## config.mk

```make
export PLATFORM = sky130hd
export DESIGN_NAME = pte_walk_responder
export DESIGN_NICKNAME = d
export VERILOG_FILES = /design/src/rtl/pte_walk_responder_pkg.sv /design/src/rtl/pte_walk_responder_rr_arb2.sv /design/src/rtl/pte_walk_responder.sv
export SDC_FILE = /design/constraint.sdc
export NUM_CORES = 1
export LEC_CHECK = 0
export BUFFER_PORTS_ARGS = -buffer_cell sky130_fd_sc_hd__buf_2
export CAP_MARGIN = 25
export CORE_MARGIN = 4
export CORE_UTILIZATION = 48
export DETAILED_ROUTE_END_ITERATION = 12
export PLACE_DENSITY = 0.88
export SYNTH_ARGS = -nofsm -noshare
export SYNTH_HDL_FRONTEND = slang
export SYNTH_SLANG_ARGS = --single-unit
```

## constraint.sdc

```tcl
create_clock -name clk -period 3.58 [get_ports clk]
set_input_delay 0.537 -clock clk [delete_from_list [all_inputs] [get_ports clk]]
set_output_delay 0.537 -clock clk [all_outputs]
set_load 0.02 [all_outputs]
```

## src/rtl/pte_walk_responder_pkg.sv

```systemverilog
// Shared Sv32 PTE field layout and walk-responder state encoding.
// The MMU imports the same package, so keep the field positions in sync with it.
package pte_walk_responder_pkg;

  localparam int PTE_W = 32;

  localparam int PTE_V = 0;
  localparam int PTE_R = 1;
  localparam int PTE_W_BIT = 2;
  localparam int PTE_X = 3;
  localparam int PTE_U = 4;
  localparam int PTE_G = 5;
  localparam int PTE_A = 6;
  localparam int PTE_D = 7;

  localparam logic [PTE_W-1:0] PTE_A_MASK = 32'h0000_0040;

  // Low flag byte of a PTE, MSB first, for code that prefers named fields.
  typedef struct packed {
    logic d;
    logic a;
    logic g;
    logic u;
    logic x;
    logic w;
    logic r;
    logic v;
  } pte_flags_t;

  localparam logic [1:0] ST_IDLE = 2'd0;
  localparam logic [1:0] ST_RD   = 2'd1;
  localparam logic [1:0] ST_WR   = 2'd2;
  localparam logic [1:0] ST_RESP = 2'd3;

  function automatic logic [PTE_W-1:0] set_a_bit(input logic [PTE_W-1:0] pte);
    return pte | PTE_A_MASK;
  endfunction

endpackage

```

## src/rtl/pte_walk_responder_rr_arb2.sv

```systemverilog
// Two-way round-robin arbiter: a lone requester always wins; on a tie the
// client that was not granted last wins. advance commits the current grant.
module rr_arb2
  import pte_walk_responder_pkg::*;
(
  input  logic       clk,
  input  logic       reset,
  input  logic [1:0] req,
  input  logic       advance,
  output logic [1:0] gnt
);

  // Client that wins when both request; client 0 first out of reset.
  logic prio_q;
  logic prio_d;

  always_comb begin
    gnt = 2'b00;
    case (req)
      2'b01:   gnt = 2'b01;
      2'b10:   gnt = 2'b10;
      2'b11:   gnt = prio_q ? 2'b10 : 2'b01;
      default: gnt = 2'b00;
    endcase

    prio_d = prio_q;
    if (advance && (gnt != 2'b00)) begin
      prio_d = gnt[0];
    end
  end

  always_ff @(posedge clk or posedge reset) begin
    if (reset) begin
      prio_q <= 1'b0;
    end else begin
      prio_q <= prio_d;
    end
  end

endmodule

```

## src/rtl/pte_walk_responder.sv

```systemverilog
// Memory-side responder for the I-side and D-side page-table walkers: one
// shared memory port, optional hardware A-bit update on valid leaf PTEs.
module pte_walk_responder
  import pte_walk_responder_pkg::*;
#(
  parameter bit SET_A = 1'b1
)
(
  input  logic        clk,
  input  logic        reset,

  input  logic        rd_req0,
  input  logic [31:0] pte_addr0,
  output logic        data_ready0,
  input  logic        rd_req1,
  input  logic [31:0] pte_addr1,
  output logic        data_ready1,
  output logic [31:0] pte_buf,

  output logic        mem_req,
  output logic        mem_we,
  output logic [31:0] mem_addr,
  output logic [31:0] mem_wdata,
  input  logic [31:0] mem_rdata,
  input  logic        mem_ack,
  input  logic        mem_err,

  output logic [1:0]  dbg_state
);

  // Handshake: rd_reqN is a level held by the MMU until data_readyN pulses;
  // mem_req is held with stable mem_we/mem_addr/mem_wdata until the cycle
  // mem_ack is sampled high, and mem_err only has meaning alongside mem_ack.

  logic [1:0]  state_q, state_d;
  logic        client_q, client_d;
  logic        mem_req_q, mem_req_d;
  logic        mem_we_q, mem_we_d;
  logic [31:0] mem_addr_q, mem_addr_d;
  logic [31:0] mem_wdata_q, mem_wdata_d;
  logic [31:0] pte_buf_q, pte_buf_d;
  logic [1:0]  ready_q, ready_d;
  logic [1:0]  block_q, block_d;

  logic [1:0]  eligible;
  logic [1:0]  gnt;
  logic        arb_advance;
  logic [31:0] grant_addr;
  logic        needs_a;

  // block keeps a just-served request, still held by the MMU, from being
  // served a second time before the MMU has seen data_ready and dropped it.
  assign eligible    = {rd_req1, rd_req0} & ~block_q;
  assign arb_advance = (state_q == ST_IDLE);
  assign grant_addr  = gnt[1] ? pte_addr1 : pte_addr0;

  rr_arb2 u_arb (
    .clk     (clk),
    .reset   (reset),
    .req     (eligible),
    .advance (arb_advance),
    .gnt     (gnt)
  );

  // Only a valid leaf (R or X) with A clear gets written back.
  assign needs_a = SET_A & mem_rdata[PTE_V] & (mem_rdata[PTE_R] | mem_rdata[PTE_X])
                 & ~mem_rdata[PTE_A];

  always_comb begin
    state_d     = state_q;
    client_d    = client_q;
    mem_req_d   = mem_req_q;
    mem_we_d    = mem_we_q;
    mem_addr_d  = mem_addr_q;
    mem_wdata_d = mem_wdata_q;
    pte_buf_d   = pte_buf_q;
    ready_d     = 2'b00;
    block_d     = block_q & {rd_req1, rd_req0};

    case (state_q)
      ST_IDLE: begin
        if (gnt != 2'b00) begin
          client_d   = gnt[1];
          mem_addr_d = grant_addr & 32'hFFFF_FFFC;
          mem_req_d  = 1'b1;
          mem_we_d   = 1'b0;
          state_d    = ST_RD;
        end
      end

      ST_RD: begin
        if (mem_ack) begin
          if (mem_err) begin
            // A zero PTE has V=0, so the walker raises its own page fault.
            pte_buf_d         = '0;
            mem_req_d         = 1'b0;
            ready_d[client_q] = 1'b1;
            state_d           = ST_RESP;
          end else if (needs_a) begin
            mem_wdata_d = set_a_bit(mem_rdata);
            mem_we_d    = 1'b1;
            state_d     = ST_WR;
          end else begin
            pte_buf_d         = mem_rdata;
            mem_req_d         = 1'b0;
            ready_d[client_q] = 1'b1;
            state_d           = ST_RESP;
          end
        end
      end

      ST_WR: begin
        if (mem_ack) begin
          // The updated PTE is returned even if the write-back errors.
          pte_buf_d         = mem_wdata_q;
          mem_req_d         = 1'b0;
          mem_we_d          = 1'b0;
          ready_d[client_q] = 1'b1;
          state_d           = ST_RESP;
        end
      end

      ST_RESP: begin
        block_d[client_q] = 1'b1;
        state_d           = ST_IDLE;
      end

      default: begin
        state_d = ST_IDLE;
      end
    endcase
  end

  always_ff @(posedge clk or posedge reset) begin
    if (reset) begin
      state_q     <= ST_IDLE;
      client_q    <= 1'b0;
      mem_req_q   <= 1'b0;
      mem_we_q    <= 1'b0;
      mem_addr_q  <= '0;
      mem_wdata_q <= '0;
      pte_buf_q   <= '0;
      ready_q     <= 2'b00;
      block_q     <= 2'b00;
    end else begin
      state_q     <= state_d;
      client_q    <= client_d;
      mem_req_q   <= mem_req_d;
      mem_we_q    <= mem_we_d;
      mem_addr_q  <= mem_addr_d;
      mem_wdata_q <= mem_wdata_d;
      pte_buf_q   <= pte_buf_d;
      ready_q     <= ready_d;
      block_q     <= block_d;
    end
  end

  assign data_ready0 = ready_q[0];
  assign data_ready1 = ready_q[1];
  assign pte_buf     = pte_buf_q;
  assign mem_req     = mem_req_q;
  assign mem_we      = mem_we_q;
  assign mem_addr    = mem_addr_q;
  assign mem_wdata   = mem_wdata_q;
  assign dbg_state   = state_q;

endmodule

```

==> results of run 1 <==
==> per-layer routing <==
layer	vias up	global-route usage	routed length, um
li1	1816	-	-
met1	1813	0.256	4730
met2	120	0.345	6080
met3	19	0.0330	691
met4	0	0.0703	215
met5	-	0	0
==> area by class of cell <==
type                            instances  area, um2  share of cell area
Clock inverter                          6       51.3             0.00851
Multi-Input combinational cell        273       1970               0.327
Tap cell                              133        166              0.0276
Inverter                                8       32.5             0.00540
Sequential cell                       104       2600               0.432
Timing Repair Buffer                  205       1070               0.177
Clock buffer                           10        138              0.0228
==> registers in the layout, indices dropped and copies added, names as in the netlist <==
name and count:
u_arb.prio_q 1, mem_req 1, client_q 1, mem_we 1
pte_buf 32, block_q 2, mem_wdata 32, dbg_state 2
ready_q 2, mem_addr 30
==> cell usage after synthesis (2+ instances only) <==
cell type	number	area share
buf_2	7	0.0074
a211oi_1	2	0.0032
mux2_2	5	0.012
nand2_1	64	0.050
o21ai_0	35	0.037
clkbuf_1	9	0.0071
mux2i_1	31	0.065
mux2_4	28	0.088
o21ai_2	2	0.0037
o21ai_1	29	0.030
nor3_1	2	0.0021
a21oi_1	15	0.016
nor2_2	2	0.0026
dfrtp_1	104	0.55
a22oi_1	18	0.028
buf_6	7	0.017
clkbuf_2	2	0.0021
nand2b_1	3	0.0039
nor3b_1	13	0.020
inv_1	8	0.0063
buf_4	2	0.0032
nor2_1	5	0.0039
o21a_1	2	0.0032
ha_1	5	0.013
==> how the worst max path moves through the flow <==
stage | end | slack, ns
3_5_place_dp | mem_addr[31] | 1.22
4_1_cts | pte_buf[4] | 1.29
2_1_floorplan | block_q[0] | 0.31
6_report | pte_buf[4] | 1.30
5_1_grt | pte_buf[10] | 1.10
3_3_place_gp | mem_addr[18] | 1.28
==> cell usage in the layout, fill, tap and decap left out, drive strengths merged, types with 2 or more instances in the layout <==
| cell | instances |
|---|---|
| a211oi | 2 |
| a21oi | 15 |
| a22oi | 18 |
| buf | 205 |
| clkbuf | 10 |
| clkinv | 4 |
| conb | 2 |
| dfrtp | 104 |
| ha | 5 |
| inv | 10 |
| mux2 | 33 |
| mux2i | 31 |
| nand2 | 65 |
| nand2b | 3 |
| nor2 | 7 |
| nor2b | 2 |
| nor3 | 2 |
| nor3b | 13 |
| o21a | 2 |
| o21ai | 66 |
==> through the flow <==
stage	setup slack [ns]	hold WS [ns]	util
5_1_grt	1.10	0.197	0.620
4_1_cts	1.29	0.168	0.620
6_report	1.30	0.168	0.620
2_1_floorplan	0.311	0.436	-
3_3_place_gp	1.28	0.458	0.597
3_5_place_dp	1.22	0.465	0.600
==> where the power goes <==
part	leakage [nW]	internal, W	switching (W)
registers	1.33	0.00167	0.000316
logic	1.79	0.000966	0.00155
clock network	0.0987	0.000282	0.000419
total	3.22	0.00291	0.00229
==> kinds of logic (layout without fill, tap and decap cells) <==
kind of cell             after synthesis  after routing
AND/OR/NAND/NOR                       94             94
other                                  1              2
AO/OA/AOI/OAI                        108            108
flip-flops                           104            104
multiplexers                          64             64
buffers and inverters                 36            229
adder cells (fa/ha/maj)                5              5
==> impl_metrics.json, run 1 <==
{
  "status": "finished clean",
  "synth_edf_count": 0,
  "place.detailed.hpwl_mm": 8.77,
  "ys_dominant_reg_cell": "dfrtp_1",
  "final.period_utilization": 0.636,
  "worstMarginPinSlew_ns": 0.865,
  "crit_arrival_ns": 2.55,
  "placedCellCount": 723,
  "area_growth_syn_to_layout_pct": 26.6,
  "cts-hold-fix-buffers": 0,
  "clock_path_buffers": 2,
  "cts_buffers": 9,
  "synthAdderAreaFrac": 0.0131,
  "synthesis.area_um2": 4760,
  "fillers": 828,
  "design_power_total_w": 0.00520,
  "critical_path_depth": 6,
  "total_leakage_power_nw": 3.22,
  "cell_chain_of_the_critical_path": "inv_1, ha_2, buf_4, nor2_2, a22oi_1, o21ai_0",
  "pin_count": 204,
  "cellPowerDensity_nw_per_um2": 863,
  "routed_wire_length_per_instance_um": 15.9,
  "synthesis.instances": 412,
  "number_of_antenna_repair_diodes": 0,
  "worstPathMaxFanout": 47,
  "clock_sinks": 104,
  "core.rowCount": 36,
  "numPortBuffers": 197,
  "drv.max_cap_violation_count": 0,
  "yosys_warnings": 0,
  "rsz0062_at_grt": "false",
  "first_pass_iters": 4,
  "route.detailed.drc": 0,
  "drt-total-wl_mm": 11.7,
  "main_combinational_cell_family_by_area_after_synthesis": "multiplexers",
  "final_antenna_net_count": 0,
  "critical_path.slowest_cell": "nor2_2",
  "grt_pass1_vias": 3758,
  "post_synth_and_or_nand_nor_area_fraction": 0.0951,
  "rr_startpoint": "dbg_state[0]",
  "cts-root-buf": "clkbuf_8",
  "die_height_um": 108,
  "syn_area_per_cell_um2": 11.6,
  "hold_crit_class": "in2async",
  "worstRegToRegCells": 6,
  "routed_via_density": 5.10,
  "initial_core_util": 0.489,
  "synth_async_sr_flop_share": 1.00,
  "cts_tree": "built",
  "worst_ir_drop_vdd_mv": 0.383,
  "clock.fmax_mhz": 440,
  "layout.nets": 708,
  "number_of_antenna_violations_at_the_first_check_in_global_routing": 0,
  "grt_max_degree": 64,
  "ys_types": 36,
  "clk_pin_slew_worst_paths_ns": 0.11,
  "critical_path_type": "reg2reg",
  "timing.critical_path.to_type": "flop",
  "setup_viol": 0,
  "synth.mux.area_fraction": 0.165,
  "finalHoldViolations": 0,
  "maxSlewViolCount": 0,
  "max_stage_delay_ns": 0.72,
  "synth_compound_gate_area_share": 0.136,
  "grt.overflow.total": 0,
  "timing.critical_path.max_delay_family": "simple AND/OR/NAND/NOR gates",
  "grt_pass1_wl_mm": 18.5,
  "share_of_synthesized_area_occupied_by_flip_flops_and_latches": 0.547,
  "floorplan.die_area_um2": 11600,
  "fraction_of_layout_cells_with_a_size_suffix_above_1": 0.439,
  "worst_r2r_endpoint": "pte_buf[4]",
  "final-instance-count-excl-fill": 739,
  "core_um2": 9730,
  "launching_element_of_the_worst_setup_path": "dbg_state[0]",
  "finalClockSkew_ns": 0.0200,
  "maxSlewHeadroom": 0.423,
  "postSynthRegisterBits": 104,
  "cts_htree_levels": 3,
  "insertion_delay_ns": 0.37,
  "minimum_clock_period_ns": 2.28,
  "gpl.final_weighted_congestion": 0.767,
  "final.setup.tns_ns": 0,
  "violation_count_after_the_first_detailed_routing_iteration": 165,
  "postLayoutCellArea_um2": 6030,
  "crit_path_start_kind": "flop",
  "worstPathBufferInverterCount": 2,
  "die_w_um": 108,
  "cts.repair.resized": 0,
  "timing.critical_path.required_ns": 3.86,
  "post-cts-setup-buffers": 0,
  "detailroute.via_count": 3768,
  "place_area_um2": 5840,
  "xor_xnor_cell_area_share_of_the_yosys_netlist": 0,
  "r2r_setup_slack_ns": 1.30,
  "globalRouteTotalUtil": 0.201
}
Power figures use the tool's default switching activity.
==> inputs of run 2 (changes only) <==
Clock period 3.58 ns to 2.2 ns, I/O delays scaled along.
==> impl_metrics.json, run 2 (synthesized netlist as in run 1, its figures left out) <==
{
  "layout.nets": 709,
  "mostFrequentLayoutCells": "buf_2, dfrtp_1, nand2_1, o21ai_0, mux2i_1",
  "pin_count": 204,
  "worst_ir_drop_vdd_mv": 0.595,
  "final_common_cell": "buf_2",
  "r2r_setup_slack_ns": 0.24,
  "gpl.final_weighted_congestion": 0.744,
  "maxSlewHeadroom": 0.415,
  "timing.critical_path.to_type": "flop",
  "final.period_utilization": 0.893,
  "violation_count_after_the_first_detailed_routing_iteration": 205,
  "design_power_total_w": 0.00849,
  "cellPowerDensity_nw_per_um2": 1400,
  "numPortBuffers": 197,
  "final-instance-count-excl-fill": 740,
  "grt_max_degree": 105,
  "minimum_clock_period_ns": 1.96,
  "post-cts-setup-buffers": 0,
  "finalClockSkew_ns": 0.0129,
  "timing.critical_path.required_ns": 2.47,
  "hold_crit_class": "in2async",
  "area_growth_syn_to_layout_pct": 27.2,
  "final.setup.tns_ns": 0,
  "maxSlewViolCount": 0,
  "place.detailed.hpwl_mm": 8.71,
  "clock_sinks": 104,
  "grt.overflow.total": 0,
  "crit_path_start_kind": "flop",
  "finish.utilization": 0.622,
  "first_pass_iters": 4,
  "detailroute.via_count": 3847,
  "floorplan.die_area_um2": 11600,
  "drv.max_cap_violation_count": 0,
  "number_of_antenna_violations_at_the_first_check_in_global_routing": 0,
  "routed_via_density": 5.20,
  "whs_ns": 0.128,
  "die_w_um": 108,
  "grt_pass1_vias": 3872,
  "placedCellCount": 724,
  "rsz0062_at_grt": "false",
  "cts.repair.resized": 0,
  "clk_pin_slew_worst_paths_ns": 0.10,
  "number_of_antenna_repair_diodes": 0,
  "cts-hold-fix-buffers": 0,
  "cts_buffers": 9,
  "finalHoldViolations": 0,
  "cts_htree_levels": 3,
  "final_antenna_net_count": 0,
  "cts_tree": "built",
  "globalRouteTotalUtil": 0.199,
  "core.rowCount": 36,
  "clock_path_buffers": 2,
  "drt-total-wl_mm": 11.8,
  "setup_viol": 0,
  "route.detailed.drc": 0,
  "worstPathMaxFanout": 18,
  "fraction_of_layout_cells_with_a_size_suffix_above_1": 0.437,
  "worstMarginPinSlew_ns": 0.876,
  "total_leakage_power_nw": 3.23,
  "status": "finished clean",
  "grt_pass1_wl_mm": 18.6,
  "core_um2": 9730,
  "routed_wire_length_per_instance_um": 16.0,
  "insertion_delay_ns": 0.35,
  "cts-root-buf": "clkbuf_8",
  "critical_path_type": "reg2reg",
  "initial_core_util": 0.489,
  "clock.fmax_mhz": 509,
  "die_height_um": 108,
  "crit_arrival_ns": 2.23
}
## run 2: changes by cell type in the layout (fill, tap and decap cells not counted), sizes merged
cell      previous run  this run
inv                 10         7
clkbuf              10        12
clkinvlp             0         2
buf                205       206
clkinv               4         3
## run 2: per-layer routing
| layer | global-route usage | wire [um] |
|---|---|---|
| met1 | 0.247 | 4780 |
| met2 | 0.350 | 6150 |
| met3 | 0.0318 | 658 |
| met4 | 0.0739 | 227 |
| met5 | 0 | 0 |
## run 2: path summary, 6_finish.rpt
check / startpoint / endpoint / cells after the start
worst min register to register: pte_buf[11] / pte_buf[11] / 2
max in group asynchronous: reset / pte_buf[10] / 3
worst min-delay path: reset / pte_buf[5] / 3
worst max register to register: dbg_state[0] / pte_buf[8] / 5
min in group clk: mem_rdata[30] / mem_wdata[30] / 2
worst max-delay path: dbg_state[0] / pte_buf[8] / 5
## run 2: critical path, stage by stage (launching register included)
cell	delay, ns
dfrtp_1	0.45
inv_1	0.13
ha_2	0.24
nor2_2	0.67
a22oi_1	0.18
o21ai_0	0.22
## run 2: layout make-up
class / count / area, um2
timing repair buffer: 206 / 1100
tap: 133 / 166
sequential: 104 / 2600
multi-input combinational: 273 / 1970
fill: 823 / 3670
inverter: 8 / 33.8
clock buffer: 12 / 145
clock inverter: 4 / 30.0
## run 2: where the power goes
group | leakage [nW] | internal, W | switching [W] | total [W]
clock | 0.0866 | 0.000447 | 0.000629 | 0.00108
sequential | 1.33 | 0.00271 | 0.000523 | 0.00324
combinational | 1.81 | 0.00163 | 0.00255 | 0.00418
## run 2: per-stage QoR
step,instance area [um2],setup WS (ns)
floorplan,4770,0.295
global placement,5880,0.350
detailed placement,5880,0.189
CTS,6050,0.194
global route,6050,0.0302
finish,6050,0.235
==> inputs of run 3 (changes only) <==
Settings changed: CTS_BUF_LIST from default to sky130_fd_sc_hd__clkbuf_8 sky130_fd_sc_hd__clkbuf_16, CTS_CLUSTER_SIZE from default to 20.
==> impl_metrics.json, run 3 (synthesized netlist as in run 1, its figures left out) <==
{
  "clock_sinks": 104,
  "setup_viol": 0,
  "cts.repair.resized": 0,
  "die_w_um": 108,
  "worstMarginPinSlew_ns": 0.876,
  "finalHoldViolations": 0,
  "critical_path_type": "reg2reg",
  "routed_wire_length_per_instance_um": 15.9,
  "total_leakage_power_nw": 3.24,
  "cts_tree": "built",
  "minimum_clock_period_ns": 1.97,
  "cts-hold-fix-buffers": 0,
  "crit_path_start_kind": "flop",
  "insertion_delay_ns": 0.35,
  "drt-total-wl_mm": 11.8,
  "grt.overflow.total": 0,
  "maxSlewViolCount": 0,
  "critical_path.slowest_cell": "nor2_2",
  "register_area_um2": 2600,
  "worstPathBufferInverterCount": 1,
  "routed_via_density": 5.20,
  "final_antenna_net_count": 0,
  "timing.critical_path.to_type": "flop",
  "numPortBuffers": 197,
  "cellPowerDensity_nw_per_um2": 1400,
  "hold_crit_class": "in2async",
  "gpl.final_weighted_congestion": 0.744,
  "cts_buffers": 9,
  "number_of_antenna_repair_diodes": 0,
  "final_common_cell": "buf_2",
  "pin_count": 204,
  "timing.critical_path.required_ns": 2.47,
  "final.period_utilization": 0.893,
  "clock.fmax_mhz": 509,
  "globalRouteTotalUtil": 0.199,
  "fillers": 823,
  "mostFrequentLayoutCells": "buf_2, dfrtp_1, nand2_1, o21ai_0, mux2i_1",
  "clock_path_buffers": 2,
  "die_height_um": 108,
  "drv.max_cap_violation_count": 0,
  "rsz0062_at_grt": "false",
  "status": "finished clean",
  "post-cts-setup-buffers": 0,
  "violation_count_after_the_first_detailed_routing_iteration": 205,
  "worst_ir_drop_vdd_mv": 0.595,
  "core.rowCount": 36,
  "finalClockSkew_ns": 0.0130,
  "timing.critical_path.max_delay_family": "simple AND/OR/NAND/NOR gates",
  "first_pass_iters": 4,
  "clk_pin_slew_worst_paths_ns": 0.10,
  "detailroute.via_count": 3849,
  "cts-root-buf": "clkbuf_8",
  "cts_htree_levels": 3,
  "cell_chain_of_the_critical_path": "inv_1, ha_2, nor2_2, a22oi_1, o21ai_0",
  "grt_max_degree": 105,
  "grt_pass1_wl_mm": 18.6,
  "number_of_antenna_violations_at_the_first_check_in_global_routing": 0,
  "area_growth_syn_to_layout_pct": 27.2,
  "floorplan.die_area_um2": 11600,
  "place.detailed.hpwl_mm": 8.71,
  "max_stage_delay_ns": 0.67,
  "finish.utilization": 0.622,
  "grt_pass1_vias": 3872,
  "initial_core_util": 0.489,
  "layout.nets": 709,
  "final.setup.tns_ns": 0,
  "multi_input_area_um2": 1970,
  "maxSlewHeadroom": 0.415,
  "route.detailed.drc": 0,
  "core_um2": 9730,
  "fraction_of_layout_cells_with_a_size_suffix_above_1": 0.437,
  "worstPathMaxFanout": 18,
  "whs_ns": 0.128,
  "crit_arrival_ns": 2.23
}
==> run 3: per-stage QoR <==
step                cells  setup slack (ns)  power (W)  area (um2)
global route          740            0.0307    0.00905        6050
floorplan             413             0.295    0.00606        4770
finish                740             0.235    0.00848        6050
global placement      724             0.350    0.00729        5880
CTS                   740             0.194    0.00856        6050
detailed placement    724             0.189    0.00749        5880
==> run 3: worst register-to-register path, stage by stage (launching register included) <==
cell	delay (ns)
dfrtp_1	0.45
inv_1	0.13
ha_2	0.24
nor2_2	0.68
a22oi_1	0.18
o21ai_0	0.22
==> run 3: area by class of cell <==
cell class,count,area share
inverter,8,0.00558
tap,133,0.0275
multi-input combinational,273,0.326
timing repair buffer,206,0.182
clock inverter,6,0.00620
sequential,104,0.430
clock buffer,10,0.0227
==> run 3: metal layers <==
layer / vias up / share of wire / GRT usage
met2: 126 / 0.52 / 0.350
met3: 20 / 0.056 / 0.0318
li1: 1816 / - / -
met1: 1887 / 0.40 / 0.247
met4: 0 / 0.019 / 0.0739
met5: - / 0 / 0
==> run 3: report_power, final <==
group          leakage [nW]  internal, W  total (W)  switching (W)
clock network        0.0948     0.000438    0.00107       0.000630
registers              1.33      0.00271    0.00324       0.000523
logic                  1.81      0.00163    0.00418        0.00255
total                  3.24      0.00478    0.00848        0.00370
==> run 3: path summary, 6_finish.rpt <==
check,from,to,slack (ns),depth (start not counted)
max,dbg_state[0],pte_buf[8],0.23,5
min,reset,mem_addr[21],0.13,3
max reg2reg,dbg_state[0],pte_buf[8],0.23,5
min reg2reg,pte_buf[11],pte_buf[11],0.48,2
max in group asynchronous,reset,pte_buf[10],1.65,3
min in group clk,mem_rdata[30],mem_wdata[30],0.22,2
